File: src/rtl/axi_stream_extract_header_if.sv
// rtl/axi_stream_extract_header_if.sv - cfg, input, payload and header channels of the header extractor
interface axi_stream_extract_header_if #(
   parameter int DATA_WD      = 32,
   parameter int DATA_BYTE_WD = DATA_WD / 8,
   parameter int BYTE_CNT_WD  = $clog2(DATA_BYTE_WD)
);
   logic                    valid_cfg;
   logic [BYTE_CNT_WD-1:0]  byte_strip_cnt;
   logic                    ready_cfg;

   logic                    valid_in;
   logic [DATA_WD-1:0]      data_in;
   logic [DATA_BYTE_WD-1:0] keep_in;
   logic                    last_in;
   logic                    ready_in;

   logic                    valid_out;
   logic [DATA_WD-1:0]      data_out;
   logic [DATA_BYTE_WD-1:0] keep_out;
   logic                    last_out;
   logic                    ready_out;

   logic                    valid_hdr;
   logic [DATA_WD-1:0]      data_hdr;
   logic [DATA_BYTE_WD-1:0] keep_hdr;
   logic                    ready_hdr;

   modport slave (
      input  valid_cfg, byte_strip_cnt, valid_in, data_in, keep_in, last_in,
             ready_out, ready_hdr,
      output ready_cfg, ready_in, valid_out, data_out, keep_out, last_out,
             valid_hdr, data_hdr, keep_hdr
   );

   modport master (
      output valid_cfg, byte_strip_cnt, valid_in, data_in, keep_in, last_in,
             ready_out, ready_hdr,
      input  ready_cfg, ready_in, valid_out, data_out, keep_out, last_out,
             valid_hdr, data_hdr, keep_hdr
   );
endinterface

File: src/rtl/axi_stream_extract_header.sv
// rtl/axi_stream_extract_header.sv - strips an H-byte header off each packet and realigns the payload
module axi_stream_extract_header #(
   parameter int DATA_WD      = 32,
   parameter int DATA_BYTE_WD = DATA_WD / 8,
   parameter int BYTE_CNT_WD  = $clog2(DATA_BYTE_WD)
) (
   input logic clk,
   input logic rst,
   axi_stream_extract_header_if.slave bus
);
   localparam int CW = BYTE_CNT_WD + 1;
   localparam int N  = DATA_BYTE_WD;
   localparam logic [CW:0] NB = (CW + 1)'(DATA_BYTE_WD);

   typedef enum logic [1:0] {IDLE, FIRST, BODY, FLUSH} state_t;
   state_t state, state_nx;

   logic [CW-1:0]      h_bytes, r_bytes, h_nx, r_nx;
   logic [DATA_WD-1:0] residue, residue_nx;
   logic [N-1:0]       flush_keep, flush_keep_nx;

   logic               out_valid, out_valid_nx, out_last, out_last_nx;
   logic [DATA_WD-1:0] out_data, out_data_nx;
   logic [N-1:0]       out_keep, out_keep_nx;
   logic               hdr_valid, hdr_valid_nx;
   logic [DATA_WD-1:0] hdr_data, hdr_data_nx;
   logic [N-1:0]       hdr_keep, hdr_keep_nx;

   logic               pay_free, rdy_cfg, rdy_in, cfg_fire, in_fire;
   logic [DATA_WD-1:0] din;
   logic [CW-1:0]      k_cnt;
   logic [CW:0]        span;
   logic [CW+2:0]      h_sh, r_sh;

   function automatic logic [N-1:0] keep_top(input logic [CW:0] n);
      return ~({N{1'b1}} >> n);
   endfunction

   assign pay_free = !out_valid || bus.ready_out;
   assign rdy_cfg  = !rst && (state == IDLE);
   assign rdy_in   = !rst && (((state == FIRST) && !hdr_valid && pay_free) ||
                              ((state == BODY) && pay_free));
   assign cfg_fire = bus.valid_cfg && rdy_cfg;
   assign in_fire  = bus.valid_in && rdy_in;
   assign h_sh     = {h_bytes, 3'b000};
   assign r_sh     = {r_bytes, 3'b000};
   assign span     = {1'b0, r_bytes} + {1'b0, k_cnt};

   // Disabled lanes are zeroed on entry so every output lane they reach stays zero.
   always_comb begin
      din   = '0;
      k_cnt = '0;
      for (int i = 0; i < N; i++) begin
         din[i*8 +: 8] = bus.data_in[i*8 +: 8] & {8{bus.keep_in[i]}};
         k_cnt         = k_cnt + CW'(bus.keep_in[i]);
      end
   end

   always_comb begin
      state_nx      = state;
      h_nx          = h_bytes;
      r_nx          = r_bytes;
      residue_nx    = residue;
      flush_keep_nx = flush_keep;
      out_valid_nx  = out_valid && !bus.ready_out;
      out_data_nx   = out_data;
      out_keep_nx   = out_keep;
      out_last_nx   = out_last;
      hdr_valid_nx  = hdr_valid && !bus.ready_hdr;
      hdr_data_nx   = hdr_data;
      hdr_keep_nx   = hdr_keep;
      case (state)
         IDLE: begin
            if (cfg_fire) begin
               h_nx     = {1'b0, bus.byte_strip_cnt} + CW'(1);
               r_nx     = CW'(DATA_BYTE_WD) - h_nx;
               state_nx = FIRST;
            end
         end
         FIRST: begin
            if (in_fire) begin
               hdr_valid_nx = 1'b1;
               hdr_data_nx  = din >> r_sh;
               hdr_keep_nx  = ~({N{1'b1}} << h_bytes);
               residue_nx   = din & ~({DATA_WD{1'b1}} << r_sh);
               if (bus.last_in) begin
                  if (k_cnt > h_bytes) begin
                     out_valid_nx = 1'b1;
                     out_data_nx  = din << h_sh;
                     out_keep_nx  = bus.keep_in << h_bytes;
                     out_last_nx  = 1'b1;
                  end
                  state_nx = IDLE;
               end else begin
                  state_nx = BODY;
               end
            end
         end
         BODY: begin
            if (in_fire) begin
               out_valid_nx = 1'b1;
               out_data_nx  = (residue << h_sh) | (din >> r_sh);
               out_keep_nx  = '1;
               out_last_nx  = 1'b0;
               residue_nx   = din & ~({DATA_WD{1'b1}} << r_sh);
               if (bus.last_in && (span <= NB)) begin
                  out_keep_nx = keep_top(span);
                  out_last_nx = 1'b1;
                  state_nx    = IDLE;
               end else if (bus.last_in) begin
                  // Leftover K-H bytes do not fit this beat; they go out alone from FLUSH.
                  flush_keep_nx = keep_top(span - NB);
                  state_nx      = FLUSH;
               end
            end
         end
         FLUSH: begin
            if (pay_free) begin
               out_valid_nx = 1'b1;
               out_data_nx  = residue << h_sh;
               out_keep_nx  = flush_keep;
               out_last_nx  = 1'b1;
               state_nx     = IDLE;
            end
         end
         default: state_nx = IDLE;
      endcase
   end

   always_ff @(posedge clk) begin
      if (rst) begin
         state      <= IDLE;
         h_bytes    <= '0;
         r_bytes    <= '0;
         residue    <= '0;
         flush_keep <= '0;
         out_valid  <= 1'b0;
         out_data   <= '0;
         out_keep   <= '0;
         out_last   <= 1'b0;
         hdr_valid  <= 1'b0;
         hdr_data   <= '0;
         hdr_keep   <= '0;
      end else begin
         state      <= state_nx;
         h_bytes    <= h_nx;
         r_bytes    <= r_nx;
         residue    <= residue_nx;
         flush_keep <= flush_keep_nx;
         out_valid  <= out_valid_nx;
         out_data   <= out_data_nx;
         out_keep   <= out_keep_nx;
         out_last   <= out_last_nx;
         hdr_valid  <= hdr_valid_nx;
         hdr_data   <= hdr_data_nx;
         hdr_keep   <= hdr_keep_nx;
      end
   end

   assign bus.ready_cfg = rdy_cfg;
   assign bus.ready_in  = rdy_in;
   assign bus.valid_out = out_valid;
   assign bus.data_out  = out_data;
   assign bus.keep_out  = out_keep;
   assign bus.last_out  = out_last;
   assign bus.valid_hdr = hdr_valid;
   assign bus.data_hdr  = hdr_data;
   assign bus.keep_hdr  = hdr_keep;
endmodule

File: src/flat_wrapper.sv
// flat-port wrapper written by rule: the top's interface ports become plain ports
module axi_stream_extract_header_flat 
#(
   parameter int DATA_WD      = 32,
   parameter int DATA_BYTE_WD = DATA_WD / 8,
   parameter int BYTE_CNT_WD  = $clog2(DATA_BYTE_WD)
)
  (clk, rst, bus_valid_cfg, bus_byte_strip_cnt, bus_valid_in, bus_data_in, bus_keep_in, bus_last_in, bus_ready_out, bus_ready_hdr, bus_ready_cfg, bus_ready_in, bus_valid_out, bus_data_out, bus_keep_out, bus_last_out, bus_valid_hdr, bus_data_hdr, bus_keep_hdr);
  axi_stream_extract_header_if #(.DATA_WD(DATA_WD), .DATA_BYTE_WD(DATA_BYTE_WD), .BYTE_CNT_WD(BYTE_CNT_WD)) bus_i ();
  input logic clk;
  input logic rst;
  input wire logic [$bits(bus_i.valid_cfg)-1:0] bus_valid_cfg;
  input wire logic [$bits(bus_i.byte_strip_cnt)-1:0] bus_byte_strip_cnt;
  input wire logic [$bits(bus_i.valid_in)-1:0] bus_valid_in;
  input wire logic [$bits(bus_i.data_in)-1:0] bus_data_in;
  input wire logic [$bits(bus_i.keep_in)-1:0] bus_keep_in;
  input wire logic [$bits(bus_i.last_in)-1:0] bus_last_in;
  input wire logic [$bits(bus_i.ready_out)-1:0] bus_ready_out;
  input wire logic [$bits(bus_i.ready_hdr)-1:0] bus_ready_hdr;
  output wire logic [$bits(bus_i.ready_cfg)-1:0] bus_ready_cfg;
  output wire logic [$bits(bus_i.ready_in)-1:0] bus_ready_in;
  output wire logic [$bits(bus_i.valid_out)-1:0] bus_valid_out;
  output wire logic [$bits(bus_i.data_out)-1:0] bus_data_out;
  output wire logic [$bits(bus_i.keep_out)-1:0] bus_keep_out;
  output wire logic [$bits(bus_i.last_out)-1:0] bus_last_out;
  output wire logic [$bits(bus_i.valid_hdr)-1:0] bus_valid_hdr;
  output wire logic [$bits(bus_i.data_hdr)-1:0] bus_data_hdr;
  output wire logic [$bits(bus_i.keep_hdr)-1:0] bus_keep_hdr;
  assign bus_i.valid_cfg = bus_valid_cfg;
  assign bus_i.byte_strip_cnt = bus_byte_strip_cnt;
  assign bus_i.valid_in = bus_valid_in;
  assign bus_i.data_in = bus_data_in;
  assign bus_i.keep_in = bus_keep_in;
  assign bus_i.last_in = bus_last_in;
  assign bus_i.ready_out = bus_ready_out;
  assign bus_i.ready_hdr = bus_ready_hdr;
  assign bus_ready_cfg = bus_i.ready_cfg;
  assign bus_ready_in = bus_i.ready_in;
  assign bus_valid_out = bus_i.valid_out;
  assign bus_data_out = bus_i.data_out;
  assign bus_keep_out = bus_i.keep_out;
  assign bus_last_out = bus_i.last_out;
  assign bus_valid_hdr = bus_i.valid_hdr;
  assign bus_data_hdr = bus_i.data_hdr;
  assign bus_keep_hdr = bus_i.keep_hdr;
  axi_stream_extract_header #(.DATA_WD(DATA_WD), .DATA_BYTE_WD(DATA_BYTE_WD), .BYTE_CNT_WD(BYTE_CNT_WD)) u_core (.clk(clk), .rst(rst), .bus(bus_i));
endmodule
File: config.mk
export PLATFORM = sky130hd
export DESIGN_NAME = axi_stream_extract_header_flat
export DESIGN_NICKNAME = d
export VERILOG_FILES = /design/src/rtl/axi_stream_extract_header_if.sv /design/src/rtl/axi_stream_extract_header.sv /design/src/flat_wrapper.sv
export SDC_FILE = /design/constraint.sdc
export NUM_CORES = 1
export LEC_CHECK = 0
export BUFFER_PORTS_ARGS = -buffer_cell sky130_fd_sc_hd__buf_2
export CAP_MARGIN = 25
export CORE_MARGIN = 10
export CORE_UTILIZATION = 45
export DETAILED_ROUTE_END_ITERATION = 8
export PLACE_DENSITY = 0.67
export SYNTH_ARGS = -nofsm -noshare
export SYNTH_HDL_FRONTEND = slang
export SYNTH_SLANG_ARGS = --single-unit
File: constraint.sdc
create_clock -name clk -period 9.32 [get_ports clk]
set_clock_uncertainty 0.2 [all_clocks]
set_input_delay 0.466 -clock clk [delete_from_list [all_inputs] [get_ports clk]]
set_output_delay 0.466 -clock clk [all_outputs]
set_load 0.1 [all_outputs]
Word-level counts from Yosys, hierarchy flattened --
Index checks and enable logic that the tools add are counted.
Storage, ports and cells: register bits after elaboration 119, latch bits 0, bits in writable memories 0, memory bits (read-only) 0, input port bits 45, memories kept 0
Cells by class: add/sub/neg operators 7, $mul 0, div/mod/pow operators 0, $lt $le $gt $ge 2, eq/ne operators 10, shifts and indexed selects 8, muxes and demuxes 36, bitwise logic cells 11, reduce and logical (&&, ||, !) cells 26
Operators by type and width (count):
- $mux 32 | 5
- $pmux 32 s3 | 1
- $shl 32x6->32 | 2
- $and 32x32->32 | 1
- $and 8x8->8 | 4
- $not 32->32 | 1
- $or 32x32->32 | 1
- $shl 32x6->32 const A | 1
- $shr 32x6->32 | 1
- $mux 4 | 6
- $mux 2 | 7
- $mux 1 | 13
- $not 4->4 | 3
- $pmux 4 s3 | 1
- $logic_and 1x1->1 | 10
- $ne 2x1->1 const B | 4
- $pmux 2 s4 | 1
- $shr 4x4->4 const A | 2
- $add 3x1->3 | 2
- $pmux 1 s3 | 2
- $reduce_and 2->1 | 3
- $reduce_and 6->1 | 1
- $logic_not 1->1 | 5
- $reduce_and 5->1 | 1
- 19 further kinds | 22

Longest topological paths before layout --
Gate-level depths: netlist (run 1).
depth in word-level cells 9, gate-level depth with buffers 14, gate-level depth less buffers 14

Worst setup path before layout (run 1) --
OpenSTA, ideal clock, no wires.
kind reg2out, from register u_core.state[0], to output port bus_ready_in, arrival time 3.197 ns, path slack 5.457 ns, stages on the path, launching flop included 7, path buffers 2, path through dfxtp_1 inv_1 ha_1 buf_2 clkbuf_1 nor2_1 nor3_1
Between the ends: word-level cells in the longest chain between the ends 5, elaborated cells between the ends (all ways) 7, those cells by class eq/ne (2); reduce/logical (5)
RTL lines:
- start: declaration | RTL line axi_stream_extract_header.sv:16 | state_t state, state_nx;
- start signal: assignment | RTL line axi_stream_extract_header.sv:145 | state <= state_nx;
- $eq 2x1->1 | RTL line axi_stream_extract_header.sv:41 | assign rdy_in = !rst && (((state == FIRST) && !hdr_valid && pay_free) ||
- $logic_and 1x1->1 (2 in a row) | RTL line axi_stream_extract_header.sv:41
- $logic_or 1x1->1 * | RTL line axi_stream_extract_header.sv:41
- $logic_and 1x1->1 * | RTL line axi_stream_extract_header.sv:41
- end: declaration | RTL line flat_wrapper.sv:21 | output wire logic [$bits(bus_i.ready_in)-1:0] bus_ready_in;
Every way passes the cells marked *; elsewhere a longest branch is shown, timed or not.

Worst setup path after layout (run 1) --
from input port bus_keep_in[0], to register u_core.out_last (netlist: u_core.bus.last_out)
Between the ends: word-level cells in the longest chain between the ends 9, elaborated cells between the ends (all ways) 12, those cells by class add/sub (4); order compare (2); eq/ne (1); mux (3); reduce/logical (2)
RTL lines:
- start: declaration | RTL line flat_wrapper.sv:16 | input wire logic [$bits(bus_i.keep_in)-1:0] bus_keep_in;
- $add 1x1->2 * | RTL line axi_stream_extract_header.sv:55 | k_cnt = k_cnt + CW'(bus.keep_in[i]);
- $add 3x1->3 * (2 in a row) | RTL line axi_stream_extract_header.sv:55
- $add 3x3->4 | RTL line axi_stream_extract_header.sv:47 | assign span = {1'b0, r_bytes} + {1'b0, k_cnt};
- $le 4x3->1 | RTL line axi_stream_extract_header.sv:106 | if (bus.last_in && (span <= NB)) begin
- $logic_and 1x1->1 | RTL line axi_stream_extract_header.sv:106
- $mux 1 | RTL line axi_stream_extract_header.sv:106
- $mux 1 | RTL line axi_stream_extract_header.sv:100 | if (in_fire) begin
- $pmux 1 s3 | RTL line axi_stream_extract_header.sv:72 | case (state)
- end signal: assignment | RTL line axi_stream_extract_header.sv:153 | out_last <= out_last_nx;
- end: declaration | RTL line axi_stream_extract_header.sv:22 | logic out_valid, out_valid_nx, out_last, out_last_nx;
Every way passes the cells marked *; elsewhere a longest branch is shown, timed or not. The select of a mux whose other input is x is not followed. A chain may end at the register's enable or synchronous reset.

==> results.toml, run 1 <==
[status]
status = "complete, no violations"

[clock_tree]
htreeDepth = 4
cts_tree = "built"
clk_pin_slew_worst_paths_ns = 0.06
worst_skew_pair.late_latency_ns = 0.43
cts-root-buf = "clkbuf_16"
numCtsBuffers = 17
clock-sinks = 117
post_cts_resized = 0
ctsHoldBuffers = 0
post_cts_buffers = 0
clockBufferDepth = 2

[pwr]
p_int_w = 0.001229
power_density_nw_per_um2 = 279.1
ir_worst_vdd_v = 0.0002102
sequentialPowerShare_pct = 26.9
switching_share_pct = 44.58
clockPowerShare_pct = 32.6
p_sw_w = 0.0009884
combPwrFrac_pct = 40.4
leakage_nw = 2.993

[cells_and_area]
drive_above_1_share_pct = 23.42
fillers = 1404
antenna_cells = 0
stdcell_count = 1102
final_nets = 966
area_growth_pct = 18.12
fin_util_pct = 54.45

[sta]
fmax_ghz = 0.2693
tns_ns = 0
rsz0062_at_grt = "false"
tightest_slew_ns = 1.047
holdWs_ns = 0.1003
hold_violations = 0
post-route-period-util_pct = 39.84
setup_viol = 0
fin_ws_ns = 5.607
finalMaxSlewViolations = 0
min_period_ns = 3.713
relSlewSlack_pct = 30.04

[grt]
antenna_found_initial = 1
grt.overflow.total = 0
met1_usage_pct = 27.80
met2_usage_pct = 35.44
grt_pass1_vias = 6530
met3_usage_pct = 5.975
grt_first_pass_wirelength_mm = 36.33
globalRoute.busiestLayer = "met2"
track_usage_pct = 22.57
grt_max_degree = 74

[synth]
yosys-top-cells-area = "dfxtp_1 (35%), a21oi_1 (6.0%), a211oi_2 (6.0%), nor2_1 (5.0%), nand2_1 (4.7%)"
synth-main-ff-cell = "dfxtp_1"
ys_warn_count = 0
yosysUniqueCellTypes = 56
synth_area_um2 = 6725
synth_common_cells = "dfxtp_1 (117), nor2_1 (89), nand2_1 (84)"
seq_area_frac_synth_pct = 34.83
synth-seq-cells = 117
synth_edf_count = 0
synthCells = 833
avgSynthCellArea_um2 = 8.073
synth_nets = 893
synth_top_area_share_pct = 34.83
synth_most_common_cell = "dfxtp_1"
async_reset_ff_share_pct = 0
yosysTopAreaCell = "dfxtp_1"

[detailed_routing]
ant_nets = 0
drt-wirelength-per-cell_um = 21.36
remaining_drc_errors = 0
drt_wl_total_mm = 23.54
vias_per_cell = 6.155
drtPass1Iterations = 5
drt_iter0_markers = 600
vias = 6783

[floorplanning]
ios = 122
start_util_pct = 46.10
core_area_um2 = 14590
die_y_um = 142.3
fp.dieArea_um2 = 20240
num_rows = 44
die_width_um = 142.3

[critical_path]
cp.arrival_ns = 3.80
reg2reg_to = "u_core.bus.data_out[19]"
critPathKind = "in2reg"
reg2reg_setup_slack_ns = 5.80
r2r_cells = 6
r2r_start = "u_core.r_bytes[0]"
critPathLaunchType = "primary input"
required_ns = 9.40
cp-end-kind = "register"
path_max_fanout = 73

[placed_design]
dp_slack_ns = 5.171
portBuffers = 121
detailed_place_hpwl_mm = 17.01
place.gp.congestion = 0.9486
place_inst = 1071

[hold_path]
hp-class = "in2reg"
hold_start = "bus_ready_hdr"
hold_end = "u_core.bus.valid_hdr"
holdPathStages = 3

[run]
cap_violations = 0
worst max-delay path by stage:
| stage | end | startpoint | cells past startpoint | slack, ns |
|---|---|---|---|---|
| detailed placement | u_core.bus.last_out | bus_keep_in[0] | 13 | 5.17 |
| finish | u_core.bus.last_out | bus_keep_in[0] | 13 | 5.61 |
| global route | u_core.bus.data_out[15] | bus_keep_in[3] | 12 | 5.32 |
| floorplan | bus_ready_in | u_core.state[0] | 6 | 5.46 |
| CTS | u_core.bus.last_out | bus_keep_in[0] | 13 | 5.61 |
| global placement | u_core.bus.last_out | bus_keep_in[0] | 13 | 5.27 |
metal layers:
layer  up-vias  part of all wire, %
li1       3188                    -
met1      3213                   41
met2       313                   47
met3        67                  7.8
met4         2                  4.1
met5         -                0.030
cells in the final DEF, fill, tap and decap left out, drive strengths merged, types with 5 or more instances in the layout:
cell,netlist,routed
or3,11,11
inv,12,14
a21oi,81,81
clkbuf,49,19
nand2b,14,14
mux2,14,14
nand3,27,27
and2,18,18
o211ai,10,10
mux2i,31,31
nand2,84,84
a22oi,9,9
a221oi,17,17
ha,13,13
o21a,5,5
dfxtp,117,117
o21ai,24,24
nor2,90,90
nor2b,11,11
a31oi,5,5
nor3,41,41
bufinv,0,5
a211oi,45,45
buf,25,128
o22ai,33,33
worst max-delay path: stages:
cell      delay (ns)
buf_2           0.17
ha_1            0.30
inv_1           0.05
fa_1            0.35
inv_1           0.09
ha_1            0.28
ha_1            0.32
nor3b_1         0.16
o31a_1          0.32
a221oi_4        0.24
buf_4           0.70
mux2i_1         0.27
nor2_1          0.05
cell families (layout without fill, tap and decap cells):
logic type	Yosys count	in the layout	share of synthesized area, %
compound gates	260	260	28.09
xor+xnor	3	3	0.3908
mux	45	45	6.958
flops	117	117	34.83
buf+inv	86	171	5.656
simple gates	307	307	21.06
fa+ha+maj	15	15	3.014
through the flow:
step                power (W)  area [um^2]
detailed placement   0.001497         7300
floorplan            0.001347         6725
finish               0.002217         7944
CTS                  0.002222         7944
global placement     0.001492         7300
global route         0.002300         7944
power by group through the flow:
| stage | clock network [W] | logic [W] | registers [W] |
|---|---|---|---|
| finish | 0.000723 | 0.000897 | 0.000597 |
| global route | 0.000751 | 0.000945 | 0.000604 |
| CTS | 0.000731 | 0.000895 | 0.000596 |
| detailed placement | 0 | 0.000892 | 0.000604 |
| global placement | 0 | 0.000886 | 0.000606 |
| floorplan | 0 | 0.000365 | 0.000982 |
final cells by class:
| type | count | area [um^2] | area share [%] |
|---|---|---|---|
| inverter | 12 | 45.04 | 0.5670 |
| tap | 184 | 230.2 | 2.898 |
| clock inverter | 12 | 201.4 | 2.536 |
| clock buffer | 19 | 442.9 | 5.576 |
| multi-input combinational | 630 | 4020 | 50.61 |
| timing repair buffer | 128 | 660.6 | 8.316 |
| sequential | 117 | 2344 | 29.50 |
registers in the layout, summed over array words and instances, names as in the netlist:
register and flops:
u_core.bus.data_out 32, u_core.bus.last_out 1, u_core.r_bytes 2, u_core.flush_keep 4
u_core.h_bytes 2, u_core.state 2, u_core.bus.data_hdr 32, u_core.bus.valid_hdr 1
u_core.bus.valid_out 1, u_core.bus.keep_hdr 4, u_core.residue 32, u_core.bus.keep_out 4
Power figures use the tool's default switching activity.
==> run 2: changes to the inputs <==
Clock period 9.32 ns to 3.7 ns, I/O delays scaled along.
==> results.toml, run 2 (synthesis gave the netlist of run 1 again) <==
[placed_design]
place.gp.congestion = 0.9920
place_inst = 1089
portBuffers = 121
detailed_place_hpwl_mm = 17.73

[critical_path]
critPathSlowestCell = "fa_1"
r2r_start = "u_core.state[1]"
crit_path_frequent_cell = "ha_1"
reg2reg_to = "u_core.bus.data_out[19]"
r2r_cells = 6
required_ns = 3.79
cp.arrival_ns = 3.27
path_max_fanout = 9
path_buf_inv = 3
crit_path_start = "bus_keep_in[1]"
max_stage_delay_ns = 0.47
crit_chain = "buf_2 > ha_1 > inv_1 > fa_1 > inv_1 > ha_1 > fa_1 > xor2_1 > ha_1 > o31ai_1 > nand4_1 > nor4_1 > nor3_1"
cp-end-kind = "register"
critPathKind = "in2reg"
crit_family = "adder cells"
reg2reg_setup_slack_ns = 0.58
critPathLaunchType = "primary input"

[cells_and_area]
final_nets = 998
area_growth_pct = 21.73
layout_commonest_cell = "buf_2"
multi_input_area_um2 = 4020
stdcell_count = 1134
fillers = 1370
antenna_cells = 0
layout_common_cells = "buf_2 (120), dfxtp_1 (116), nor2_1 (89), nand2_1 (84), a21oi_1 (81)"
seqCellArea_um2 = 2344
drive_above_1_share_pct = 24.42

[detailed_routing]
vias = 6879
drt_wl_total_mm = 24.13
drtPass1Iterations = 7
ant_nets = 0
drt_iter0_markers = 704
drt-wirelength-per-cell_um = 21.28
vias_per_cell = 6.066
remaining_drc_errors = 0

[sta]
min_period_ns = 3.184
setup_viol = 0
hold_violations = 0
tns_ns = 0
finalMaxSlewViolations = 0
relSlewSlack_pct = 36.35
fmax_ghz = 0.3141
post-route-period-util_pct = 86.04
tightest_slew_ns = 0.9503
rsz0062_at_grt = "false"

[clock_tree]
post_cts_buffers = 0
worst_skew_pair.late_latency_ns = 0.42
clk_pin_slew_worst_paths_ns = 0.05
htreeDepth = 4
clockBufferDepth = 2
numCtsBuffers = 17
cts_tree = "built"
clock-sinks = 117
cts-root-buf = "clkbuf_16"

[hold_path]
holdPathStages = 2
hold_end = "u_core.flush_keep[0]"
hp-class = "in2reg"
hold_start = "rst"

[pwr]
clockPowerShare_pct = 29.5
p_int_w = 0.002957
combPwrFrac_pct = 42.8
power_density_nw_per_um2 = 664.8
leakage_nw = 3.129
p_sw_w = 0.002485
switching_share_pct = 45.67
sequentialPowerShare_pct = 27.7
ir_worst_vdd_v = 0.0007806

[floorplanning]
ios = 122
num_rows = 44
start_util_pct = 46.10
die_y_um = 142.3
fp.dieArea_um2 = 20240
die_width_um = 142.3
core_area_um2 = 14590

[grt]
grt_first_pass_wirelength_mm = 36.95
track_usage_pct = 23.14
grt_max_degree = 75
grt.overflow.total = 0
antenna_found_initial = 0
grt_pass1_vias = 6701

[run]
cap_violations = 0

[status]
status = "complete, no violations"
-- run 2: changes by cell type in the layout (fill, tap and decap cells not counted) --
cell	previous run	this run
bufinv_16	5	2
inv_6	2	0
clkbuf_1	1	2
clkinv_2	2	6
clkinvlp_4	2	1
buf_4	8	23
buf_12	0	2
dlygate4sd3_1	0	14
clkbuf_8	1	2
buf_16	0	1
-- run 2: power groups by stage --
stage | Clock [W] | Sequential, W | Combinational [W]
final | 0.00160 | 0.00151 | 0.00233
after global routing | 0.00167 | 0.00152 | 0.00244
after CTS | 0.00161 | 0.00150 | 0.00232
after detailed placement | 0 | 0.00152 | 0.00230
after global placement | 0 | 0.00153 | 0.00228
after floorplan | 0 | 0.00247 | 0.000920
-- run 2: worst max-delay path by stage --
stage | end | slack (ns) | cells after the start
after CTS | u_core.flush_keep[3] | 0.55 | 13
after detailed placement | u_core.flush_keep[3] | 0.12 | 13
after floorplan | bus_ready_in | 0.12 | 6
after global routing | u_core.flush_keep[1] | 0.31 | 13
after global placement | u_core.flush_keep[3] | 0.21 | 13
final | u_core.flush_keep[3] | 0.52 | 13
-- run 2: layout make-up --
| cell class | count | share of cell area, % |
|---|---|---|
| sequential | 117 | 28.63 |
| inverter | 12 | 0.5502 |
| clock buffer | 21 | 5.624 |
| multi-input combinational | 630 | 49.11 |
| clock inverter | 10 | 1.299 |
| tap | 184 | 2.812 |
| timing repair buffer | 160 | 11.98 |
-- run 2: worst register-to-register path: stages (launching register included) --
cell and delay [ns]:
dfxtp_1 0.43, ha_1 0.65, or2_2 0.58, o21a_1 0.28, o22ai_1 0.10, a221oi_1 0.59, a211oi_2 0.15
-- run 2: metal layers --
layer | routed length (um) | GRT usage (%) | up-vias
li1 | - | - | 3242
met4 | 912 | 11.08 | 0
met5 | 0 | 0 | -
met2 | 11350 | 37.09 | 342
met3 | 1920 | 5.674 | 69
met1 | 9941 | 28.45 | 3226
-- run 2: repair_timing --
action	CTS	global route
hold endpoints to repair	15	0
gates resized for setup	0	0
hold buffers	14	0
-- run 2: through the flow --
step / hold slack (ns) / power (W) / area (um^2) / util [%] / setup WS [ns]
2_1_floorplan: 0.1324 / 0.003393 / 6725 / - / 0.1175
3_3_place_gp: 0.2440 / 0.003806 / 7452 / 51.08 / 0.2121
3_5_place_dp: 0.2416 / 0.003823 / 7480 / 51.27 / 0.1193
4_1_cts: 0.003519 / 0.005435 / 8187 / 56.11 / 0.5521
5_1_grt: 0.04305 / 0.005631 / 8187 / 56.11 / 0.3087
6_report: 0.01201 / 0.005442 / 8187 / 56.11 / 0.5165
